## src/rtl/simd_add_pkg.sv

```systemverilog
// Purpose: shared types and helpers for the SIMD add sequencer (op codes, FSM states, SEW decode).
// Latency: n/a (types and a pure function only).
// Backpressure: n/a.
package simd_add_pkg;

    typedef enum logic [1:0] {
        OP_ADD  = 2'd0,
        OP_SUB  = 2'd1,
        OP_RSUB = 2'd2,
        OP_ADC  = 2'd3
    } op_e;

    typedef enum logic [2:0] {
        S_IDLE  = 3'd0,
        S_READ  = 3'd1,
        S_EXEC  = 3'd2,
        S_WRITE = 3'd3,
        S_FIN   = 3'd4
    } state_e;

    // Thermometer code for the adder's segment breaks: wider elements clear
    // more of the upper bits (vsew 0 -> all ones, vsew 3 -> only bit 0 set).
    // Callers truncate the result to their own SEW width.
    function automatic logic [7:0] vsew_to_therm(input logic [1:0] vsew, input int sew_w);
        logic [8:0] ones;
        ones = (9'd1 << (sew_w - int'(vsew))) - 9'd1;
        return ones[7:0];
    endfunction

endpackage

```

## src/rtl/simd_add_mask_gen.sv

```systemverilog
// Purpose: per-byte carry-in mask and write byte enables for one adder word (chunk).
// Latency: combinational.
// Backpressure: none; pure function of the latched instruction and chunk index.
//
// Ports: i_vsew element width code, i_chunk word index within the vector,
//        i_vl clamped element count, i_vm unmasked flag, i_vmask v0 bits,
//        i_op operation; o_mask carry-in per byte, o_be write enable per byte.
module simd_add_mask_gen
    import simd_add_pkg::*;
#(
    parameter int MAX_WIDTH = 64,
    parameter int MAX_VL    = 64,
    parameter int CHUNK_W   = 10,
    parameter int VL_W      = 7
) (
    input  logic [1:0]             i_vsew,
    input  logic [CHUNK_W-1:0]     i_chunk,
    input  logic [VL_W-1:0]        i_vl,
    input  logic                   i_vm,
    input  logic [MAX_VL-1:0]      i_vmask,
    input  op_e                    i_op,
    output logic [MAX_WIDTH/8-1:0] o_mask,
    output logic [MAX_WIDTH/8-1:0] o_be
);

    localparam int NB    = MAX_WIDTH / 8;
    localparam int VMI_W = $clog2(MAX_VL);

    always_comb begin
        int   w_elem;
        logic w_act;
        logic w_vbit;
        o_mask = '0;
        o_be   = '0;
        w_elem = 0;
        w_act  = 1'b0;
        w_vbit = 1'b0;
        for (int b = 0; b < NB; b++) begin
            // Element index of this byte across the whole vector.
            w_elem = int'(i_chunk) * (NB >> i_vsew) + (b >> i_vsew);
            w_act  = (w_elem < int'(i_vl));
            w_vbit = (w_elem < MAX_VL) ? i_vmask[w_elem[VMI_W-1:0]] : 1'b0;
            o_be[b] = w_act && (i_vm || (i_op == OP_ADC) || w_vbit);
            // Carry-in only lands on the lowest byte of each element.
            o_mask[b] = w_act && w_vbit && (((b >> i_vsew) << i_vsew) == b);
        end
    end

endmodule

```

## src/rtl/simd_add_sequencer.sv

```systemverilog
// Purpose: sequences a vector add/sub over register-file words through an external SIMD adder.
// Latency: accept -> first read 1 cycle; >= 3 cycles per word; done 1 cycle after last write.
// Backpressure: instr_ready only in IDLE; WRITE holds wr_* stable until wr_ready.
//
// Ports: instr_* instruction offer (valid/ready); rd_en/rd_addr_a/b operand read
//        (data lands at the adder next cycle); add_* adder controls and add_result
//        sum; wr_* result write (valid/ready); done one-cycle completion pulse.
module simd_add_sequencer
    import simd_add_pkg::*;
#(
    parameter  int MAX_WIDTH  = 64,
    parameter  int MAX_VL     = 64,
    parameter  int ADDR_WIDTH = 5,
    localparam int SEW_WIDTH  = $clog2(MAX_WIDTH / 8) + 1,
    localparam int VL_W       = $clog2(MAX_VL) + 1
) (
    input  logic                   clk,
    input  logic                   rst,
    input  logic                   instr_valid,
    output logic                   instr_ready,
    input  logic [1:0]             instr_op,
    input  logic [1:0]             instr_vsew,
    input  logic [VL_W-1:0]        instr_vl,
    input  logic                   instr_vm,
    input  logic [MAX_VL-1:0]      instr_vmask,
    input  logic [ADDR_WIDTH-1:0]  instr_vs1,
    input  logic [ADDR_WIDTH-1:0]  instr_vs2,
    input  logic [ADDR_WIDTH-1:0]  instr_vd,
    output logic                   rd_en,
    output logic [ADDR_WIDTH-1:0]  rd_addr_a,
    output logic [ADDR_WIDTH-1:0]  rd_addr_b,
    output logic                   add_sub,
    output logic                   add_rev,
    output logic                   add_carry,
    output logic [SEW_WIDTH-1:0]   add_sew,
    output logic [MAX_WIDTH/8-1:0] add_mask,
    input  logic [MAX_WIDTH-1:0]   add_result,
    output logic                   wr_valid,
    input  logic                   wr_ready,
    output logic [ADDR_WIDTH-1:0]  wr_addr,
    output logic [MAX_WIDTH-1:0]   wr_data,
    output logic [MAX_WIDTH/8-1:0] wr_be,
    output logic                   done
);

    localparam int NB      = MAX_WIDTH / 8;
    localparam int BSH     = $clog2(NB);
    // Byte count of the longest vector (MAX_VL elements of 8 bytes) plus rounding.
    localparam int CHUNK_W = VL_W + 4;

    state_e                  r_state;
    state_e                  w_next;
    op_e                     r_op;
    logic [1:0]              r_vsew;
    logic [VL_W-1:0]         r_vl;
    logic                    r_vm;
    logic [MAX_VL-1:0]       r_vmask;
    logic [ADDR_WIDTH-1:0]   r_vs1;
    logic [ADDR_WIDTH-1:0]   r_vs2;
    logic [ADDR_WIDTH-1:0]   r_vd;
    logic [CHUNK_W-1:0]      r_chunk;
    logic [CHUNK_W-1:0]      r_nchunks;
    logic [MAX_WIDTH-1:0]    r_wr_data;
    logic [NB-1:0]           r_wr_be;

    logic [VL_W-1:0]         w_vl_clamp;
    logic [CHUNK_W-1:0]      w_bytes;
    logic [CHUNK_W-1:0]      w_nchunks;
    logic                    w_last;
    logic                    w_busy;
    logic [NB-1:0]           w_mask;
    logic [NB-1:0]           w_be;
    logic [SEW_WIDTH-1:0]    w_sew;

    assign w_vl_clamp = (instr_vl > VL_W'(MAX_VL)) ? VL_W'(MAX_VL) : instr_vl;
    assign w_bytes    = CHUNK_W'(w_vl_clamp) << instr_vsew;
    assign w_nchunks  = (w_bytes + CHUNK_W'(NB - 1)) >> BSH;
    assign w_last     = (r_chunk == (r_nchunks - CHUNK_W'(1)));
    assign w_busy     = (r_state != S_IDLE);
    assign w_sew      = SEW_WIDTH'(vsew_to_therm(r_vsew, SEW_WIDTH));

    simd_add_mask_gen #(
        .MAX_WIDTH (MAX_WIDTH),
        .MAX_VL    (MAX_VL),
        .CHUNK_W   (CHUNK_W),
        .VL_W      (VL_W)
    ) u_mask_gen (
        .i_vsew  (r_vsew),
        .i_chunk (r_chunk),
        .i_vl    (r_vl),
        .i_vm    (r_vm),
        .i_vmask (r_vmask),
        .i_op    (r_op),
        .o_mask  (w_mask),
        .o_be    (w_be)
    );

    always_comb begin
        w_next      = r_state;
        instr_ready = 1'b0;
        rd_en       = 1'b0;
        wr_valid    = 1'b0;
        done        = 1'b0;
        case (r_state)
            S_IDLE: begin
                instr_ready = 1'b1;
                if (instr_valid) begin
                    w_next = (w_nchunks == '0) ? S_FIN : S_READ;
                end
            end
            S_READ: begin
                rd_en  = 1'b1;
                w_next = S_EXEC;
            end
            S_EXEC: begin
                w_next = S_WRITE;
            end
            S_WRITE: begin
                wr_valid = 1'b1;
                if (wr_ready) begin
                    w_next = w_last ? S_FIN : S_READ;
                end
            end
            S_FIN: begin
                done   = 1'b1;
                w_next = S_IDLE;
            end
            default: begin
                w_next = S_IDLE;
            end
        endcase
    end

    // Outputs are forced to zero outside the phase in which they are meaningful,
    // so a reset or idle sequencer presents a quiet interface.
    assign rd_addr_a = rd_en ? (r_vs2 + ADDR_WIDTH'(r_chunk)) : '0;
    assign rd_addr_b = rd_en ? (r_vs1 + ADDR_WIDTH'(r_chunk)) : '0;
    assign add_sub   = w_busy && ((r_op == OP_SUB) || (r_op == OP_RSUB));
    assign add_rev   = w_busy && (r_op == OP_RSUB);
    assign add_carry = w_busy && (r_op == OP_ADC);
    assign add_sew   = w_busy ? w_sew : '0;
    assign add_mask  = w_busy ? w_mask : '0;
    assign wr_addr   = wr_valid ? (r_vd + ADDR_WIDTH'(r_chunk)) : '0;
    assign wr_data   = wr_valid ? r_wr_data : '0;
    assign wr_be     = wr_valid ? r_wr_be : '0;

    always_ff @(posedge clk) begin
        if (rst) begin
            r_state   <= S_IDLE;
            r_op      <= OP_ADD;
            r_vsew    <= '0;
            r_vl      <= '0;
            r_vm      <= 1'b0;
            r_vmask   <= '0;
            r_vs1     <= '0;
            r_vs2     <= '0;
            r_vd      <= '0;
            r_chunk   <= '0;
            r_nchunks <= '0;
            r_wr_data <= '0;
            r_wr_be   <= '0;
        end else begin
            r_state <= w_next;
            case (r_state)
                S_IDLE: begin
                    if (instr_valid) begin
                        r_op      <= op_e'(instr_op);
                        r_vsew    <= instr_vsew;
                        r_vl      <= w_vl_clamp;
                        r_vm      <= instr_vm;
                        r_vmask   <= instr_vmask;
                        r_vs1     <= instr_vs1;
                        r_vs2     <= instr_vs2;
                        r_vd      <= instr_vd;
                        r_chunk   <= '0;
                        r_nchunks <= w_nchunks;
                    end
                end
                S_EXEC: begin
                    // Operands arrived this cycle; capture the sum for the write.
                    r_wr_data <= add_result;
                    r_wr_be   <= w_be;
                end
                S_WRITE: begin
                    if (wr_ready && !w_last) begin
                        r_chunk <= r_chunk + CHUNK_W'(1);
                    end
                end
                default: begin
                end
            endcase
        end
    end

endmodule

```

## config.mk

```make
export PLATFORM = sky130hd
export DESIGN_NAME = simd_add_sequencer
export DESIGN_NICKNAME = d
export VERILOG_FILES = /design/src/rtl/simd_add_pkg.sv /design/src/rtl/simd_add_mask_gen.sv /design/src/rtl/simd_add_sequencer.sv
export SDC_FILE = /design/constraint.sdc
export NUM_CORES = 1
export LEC_CHECK = 0
export BUFFER_PORTS_ARGS = -buffer_cell sky130_fd_sc_hd__buf_4
export CORE_MARGIN = 5
export CORE_UTILIZATION = 34
export DETAILED_ROUTE_END_ITERATION = 12
export HOLD_SLACK_MARGIN = 0.06
export PLACE_DENSITY = 0.62
export SLEW_MARGIN = 20
export SYNTH_ARGS = -nofsm -noshare
export SYNTH_HDL_FRONTEND = slang
export SYNTH_SLANG_ARGS = --single-unit
```

## constraint.sdc

```tcl
create_clock -name clk -period 16.2 [get_ports clk]
set_clock_uncertainty 0.2 [all_clocks]
set_input_delay 3.24 -clock clk [delete_from_list [all_inputs] [get_ports clk]]
set_output_delay 3.24 -clock clk [all_outputs]
set_load 0.01 [all_outputs]
```

Word-level counts from Yosys, hierarchy flattened --
Index checks and enable logic that the tools add are counted.
Word-level totals: logic and storage cells 183, output and inout bits 106, register bits after elaboration 185
Cells by class: shifts and indexed selects 19, multiplexer cells 44, order comparisons 25, reductions and logical operators 47, add/sub/neg operators 16, $mul 1, equal/unequal tests 18
Operator list (number):
- $add 32x32->32 | 8
- $lt 32x8->1 | 8
- $lt 32x8->1 const B | 8
- $shl 32x2->32 | 8
- $eq 32x4->1 const B | 4
- $shr 3x2->32 const A | 4
- $eq 32x3->1 const B | 2
- $mux 64 | 1
- $shr 1x2->32 const A | 2
- $shr 2x2->32 const A | 2
- $lt 6x7->1 const B | 8
- $bmux 1 s6 | 8
- $eq 32x2->1 const B | 1
- $logic_not 32->1 | 1
- $mul 12x32->32 | 1
- $shl 1x32->4 const A | 1
- $shr 4x2->32 const A | 1
- $logic_and 1x1->1 | 28
- $mux 11 | 2
- $pmux 11 s2 | 1
- $mux 1 | 20
- $mux 8 | 2
- $add 5x5->5 | 3
- $mux 5 | 3
- other kinds (26) | 43

Logic depth before layout (Yosys ltp) --
word-level depth 9, gate-level depth with buffers 25

Modules after synthesis --
A second synthesis with hierarchy kept.
Unflattened totals: cells, all modules 2086, area total of the unflattened synthesis 18009.8 um^2
By module, submodules not included:
- simd_add_mask_gen | area an instance 9655.5 um^2, instances 1, cells each 1000
- simd_add_sequencer | area an instance 8354.3 um^2, instances 1, cells each 1086

Worst setup path after synthesis --
No wires, ideal clock.
kind register -> output, start reg r_vsew[1], end out add_mask[5], setup slack 6.812 ns, arrival time 5.948 ns, cell stages (with the launch flop) 22, required time 12.760 ns, cell sequence dfxtp_1 inv_1 ha_1 clkbuf_1 and2_1 fa_1 ha_1 ha_1 ha_1 inv_1 fa_1 inv_1 ha_1 a211oi_2 o21ai_4 a31o_2 xnor2_4 nor4_4 and2_1 a31oi_1 or4_4 nor4_2
Between the ends: cells in the longest elaborated chain, start to end 9, elaborated cells between the ends (all ways) 14, classes of those cells add/sub: 1; mul: 1; order compare: 2; eq/ne: 1; shift: 3; mux: 4; reduce/logical: 2
RTL lines:
- start, declared | line simd_add_sequencer.sv:54 | logic [1:0] r_vsew;
- start signal, assigned | line simd_add_sequencer.sv:168 | r_vsew <= instr_vsew;
- branches (longest 7 deep; another with $mul 12x32->32)
- $logic_and 1x1->1 * | line simd_add_mask_gen.sv:45 | o_mask[b] = w_act && w_vbit && (((b >> i_vsew) << i_vsew) == b);
- $mux 8 * | line simd_add_sequencer.sv:142 | assign add_mask = w_busy ? w_mask : '0;
- end, declared | line simd_add_sequencer.sv:36 | output logic [MAX_WIDTH/8-1:0] add_mask,
Every way passes the cells marked *. The select of a mux whose other input is x is not followed.

Worst setup path after layout --
start reg r_vsew[1], end out add_mask[4]
Same word-level chain as after synthesis.

==> metrics.log <==
[metrics] unrepaired setup endpoints after global routing: no
[metrics] antenna violations before repair: 5
[metrics] initial standard-cell utilization of the core: between 30% and 40%
[metrics] H-tree levels: 4
[metrics] switching part of the total power: 37.0%
[metrics] cell area power density: 81.7 nW/um^2
[metrics] DRC violation count after routing: 0
[metrics] Worst Reg-to-Reg Cells: 20
[metrics] GR Overflow Total: 0
[metrics] class of the most critical hold timing path: flip-flop to flip-flop
[metrics] nets: about 2.3k
[metrics] Setup Fix Bufs, Post-CTS: 0
[metrics] Iteration-0 DRC Markers: 1,728
[metrics] type of origin of the critical path: flip-flop
[metrics] total power consumption of the routed design: approximately 1.7 mW
[metrics] peak supply drop: around 0.076 mV
[metrics] number of warning messages in the yosys log: 0
[metrics] Skew-Pair Late Insertion Delay: 470 ps
[metrics] aggregate negative setup slack: 0 ps
[metrics] die height: approximately 230 um
[metrics] cell type with the highest aggregate area in the netlist: sky130_fd_sc_hd__dfxtp_1
[metrics] CTS Root Cell: sky130_fd_sc_hd__clkbuf_16
[metrics] pin slew with the least headroom to its limit: approximately 1200 ps
[metrics] MaxCap Viol Count: 0
[metrics] share of power burned in the clock network: 26.2%
[metrics] WS Path Type: flip-flop to output pin
[metrics] fraction of final layout cells sized beyond drive strength 1: 25.5%
[metrics] number of instances in the synthesized netlist: 1,823
[metrics] Synth Area per Inst: 9.38 sq um
[metrics] routed length on met2: 25,800 um
[metrics] leakage dissipation: approximately 8.6 nW
[metrics] TritonRoute pass-1 iters: 6
[metrics] total CTS buffers: 17
[metrics] Max Fanout on Critical Path: 21
[metrics] FF-to-FF setup slack: roughly 9000 ps
[metrics] Relative slew margins: 19.0%
[metrics] total of flip-flops plus latches after synthesis: 185
[metrics] most common library cell in the layout ignoring fill and taps: sky130_fd_sc_hd__buf_4
[metrics] CTS tree: built
[metrics] DR vias: 15.4k
[metrics] Distinct cells, synth: 82
[metrics] Worst Path Required: 12,760 ps
[metrics] number of port buffers: 264
[metrics] aggregate routed wire length: a little under 60,000 um
[metrics] Async S/R FF share, synth: 0%
[metrics] CTS Hold Bufs: 0
[metrics] final count of pins violating max slew: 0
[metrics] commonest cells after routing, fill and taps aside: sky130_fd_sc_hd__buf_4 (286), sky130_fd_sc_hd__nand2_1 (218), sky130_fd_sc_hd__dfxtp_1 (185)
[metrics] data arrival time of the critical path: between 7000 and 8000 ps
[metrics] count of cells along the worst hold path: 2
[metrics] maximum buffer depth of the clock tree: 2
[metrics] pre-CTS setup slack: about 5700 ps
[metrics] area inside the core boundary: 50,000 sq um
[metrics] highest achievable clock rate: 90.3 MHz
[metrics] share of the synthesized area in the top cell type: between 20 and 25%
[metrics] gp weighted congestion: 0.978
[metrics] number of vias per cell after detailed routing: 5.76
[metrics] clock transition at the register clock pins on the worst setup and hold paths after CTS: roughly 80 ps
[metrics] Net Count, Synth: around 2.1k
[metrics] layout overhead on the synthesized area: 18.2%
[metrics] result of the run: finished, final reports clean
[metrics] part of the total power dissipated in sequential elements: 35.8%
[metrics] CP endpoint kind: output pin
[metrics] crit share post-route: between 60% and 70%
[metrics] predominant post-synthesis flop cell: sky130_fd_sc_hd__dfxtp_1
[metrics] top cells by area in the synthesized netlist: sky130_fd_sc_hd__dfxtp_1 (22%), sky130_fd_sc_hd__mux4_2 (20%), sky130_fd_sc_hd__ha_1 (10%)
[metrics] Internal Dissipation: between 1 and 1.5 mW
[metrics] via count of the first global-routing pass: 14.4k
[metrics] clock tree sinks: 185
[metrics] smallest setup slack after layout: 5120 ps
[metrics] horizontal extent of the die: between 200 and 250 um
[metrics] combinational group share of total power: 38.0%
[metrics] post-route antenna net violation count: 0
[metrics] area taken by multi-input logic gates: 12,600 sq um
[metrics] Finish-stage setup viols: 0
[metrics] top layer used by detailed routing: met5
[metrics] portion of the post-synthesis area used by sequential elements: 21.7%
[metrics] number of hold violations in the final report: 0
[metrics] summed instance area of the synthesized netlist: around 17,000 sq um
[metrics] Post-DP HPWL: roughly 43,000 um
[metrics] net load switching power: approximately 610 uW
[metrics] largest net degree at the start of global routing: 86
[metrics] I/O Pins: 265
[metrics] area of all sequential standard cells: 3700 sq um
[metrics] total routed wire length on the met1 layer: roughly 25,000 um
[metrics] wire per inst: 21.5 um
[metrics] Placement Rows: 82
[metrics] number of cells upsized or downsized after cts: 0
[metrics] met3 routed WL: around 5200 um
[metrics] time the worst path needs with I/O delays and setup: 11,080 ps
[metrics] wire length of the first global-routing pass: 86,700 um
[metrics] EDFF count, synth: 0
[metrics] Overall Global Routing Usage: 20.2%
[metrics] Die ar.: 54,900 sq um
[metrics] Filler cells: 4,985
[power by group through the flow]
stage,sequential [mW],combinational (mW),clock [mW]
after global placement,0.593,0.611,0
after detailed placement,0.598,0.619,0
after floorplan,0.563,0.438,0
after global routing,0.600,0.671,0.456
after CTS,0.587,0.621,0.441
final,0.592,0.627,0.432
[cell type report]
type,instances,area share (%)
Multi-Input combinational cell,1429,62.5
Timing Repair Buffer,286,10.6
Antenna cell,1,0.0124
Clock inverter,13,0.774
Clock buffer,17,2.11
Inverter,77,1.43
Tap cell,672,4.16
Sequential cell,185,18.3
[Yosys cell counts (30+ instances only)]
master	instances
sky130_fd_sc_hd__ha_1	139
sky130_fd_sc_hd__xnor2_1	56
sky130_fd_sc_hd__nor2_1	85
sky130_fd_sc_hd__dfxtp_1	185
sky130_fd_sc_hd__mux4_2	151
sky130_fd_sc_hd__a22o_1	84
sky130_fd_sc_hd__clkbuf_1	99
sky130_fd_sc_hd__inv_1	76
sky130_fd_sc_hd__a21oi_1	130
sky130_fd_sc_hd__nand2_1	218
sky130_fd_sc_hd__a21o_1	30
sky130_fd_sc_hd__and2_1	120
sky130_fd_sc_hd__xor2_1	41
sky130_fd_sc_hd__o21ai_0	33
[cell families after synthesis]
| family | count (synthesis) | share of synthesized area (%) |
|---|---|---|
| simple gates | 599 | 17.7 |
| compound gates | 384 | 15.6 |
| buf+inv | 209 | 4.73 |
| flops | 185 | 21.7 |
| mux | 180 | 21.6 |
| fa+ha+maj | 167 | 13.5 |
| xor+xnor | 99 | 5.23 |
[worst paths after layout]
check | startpoint | to
setup / recovery | r_vsew[1]$_SDFFE_PP0P_ | add_mask[4]
hold / removal | r_wr_data[38]$_SDFFE_PP0P_ | r_wr_data[38]$_SDFFE_PP0P_
setup reg to reg | r_vsew[1]$_SDFFE_PP0P_ | r_wr_be[4]$_SDFFE_PP0P_
hold reg to reg | r_wr_data[38]$_SDFFE_PP0P_ | r_wr_data[38]$_SDFFE_PP0P_
[critical path, cell delays in order (launching register included)]
cell	delay, ps
sky130_fd_sc_hd__dfxtp_1	370
sky130_fd_sc_hd__inv_1	300
sky130_fd_sc_hd__ha_1	770
sky130_fd_sc_hd__and2_1	250
sky130_fd_sc_hd__fa_1	430
sky130_fd_sc_hd__ha_1	310
sky130_fd_sc_hd__ha_1	190
sky130_fd_sc_hd__inv_1	70
sky130_fd_sc_hd__fa_1	410
sky130_fd_sc_hd__inv_1	60
sky130_fd_sc_hd__ha_1	170
sky130_fd_sc_hd__inv_1	60
sky130_fd_sc_hd__fa_1	710
sky130_fd_sc_hd__nand2b_1	330
sky130_fd_sc_hd__nor2_1	640
sky130_fd_sc_hd__nand4_1	380
sky130_fd_sc_hd__or3_1	410
sky130_fd_sc_hd__o22ai_1	130
sky130_fd_sc_hd__nand4_1	110
sky130_fd_sc_hd__nor4_1	630
sky130_fd_sc_hd__and4_1	310
sky130_fd_sc_hd__buf_4	120
[metrics by stage]
step                area (sq um)  instances  util, %  hold WS, ps
floorplan                  17100       1823        -          227
global placement           19600       2649     39.2          237
detailed placement         19600       2649     39.2          242
CTS                        20200       2679     40.4          252
global route               20200       2679     40.4          264
finish                     20200       2680     40.4          250
[flip-flops by register name, summed over array words and instances (netlist names)]
register	flops
r_vl	7
r_state	3
r_op	2
r_vsew	2
r_wr_data	64
r_vd	5
r_vmask	64
r_wr_be	8
r_vs2	5
r_chunk	11
r_vs1	5
r_vm	1
r_nchunks	8
[layer usage]
layer	vias to the layer above	GRT usage, %
met2	746	30.2
met5	-	0
li1	7047	-
met1	7530	28.6
met3	122	5.06
met4	4	6.86
Note: power is estimated with default switching activity, not from simulation.
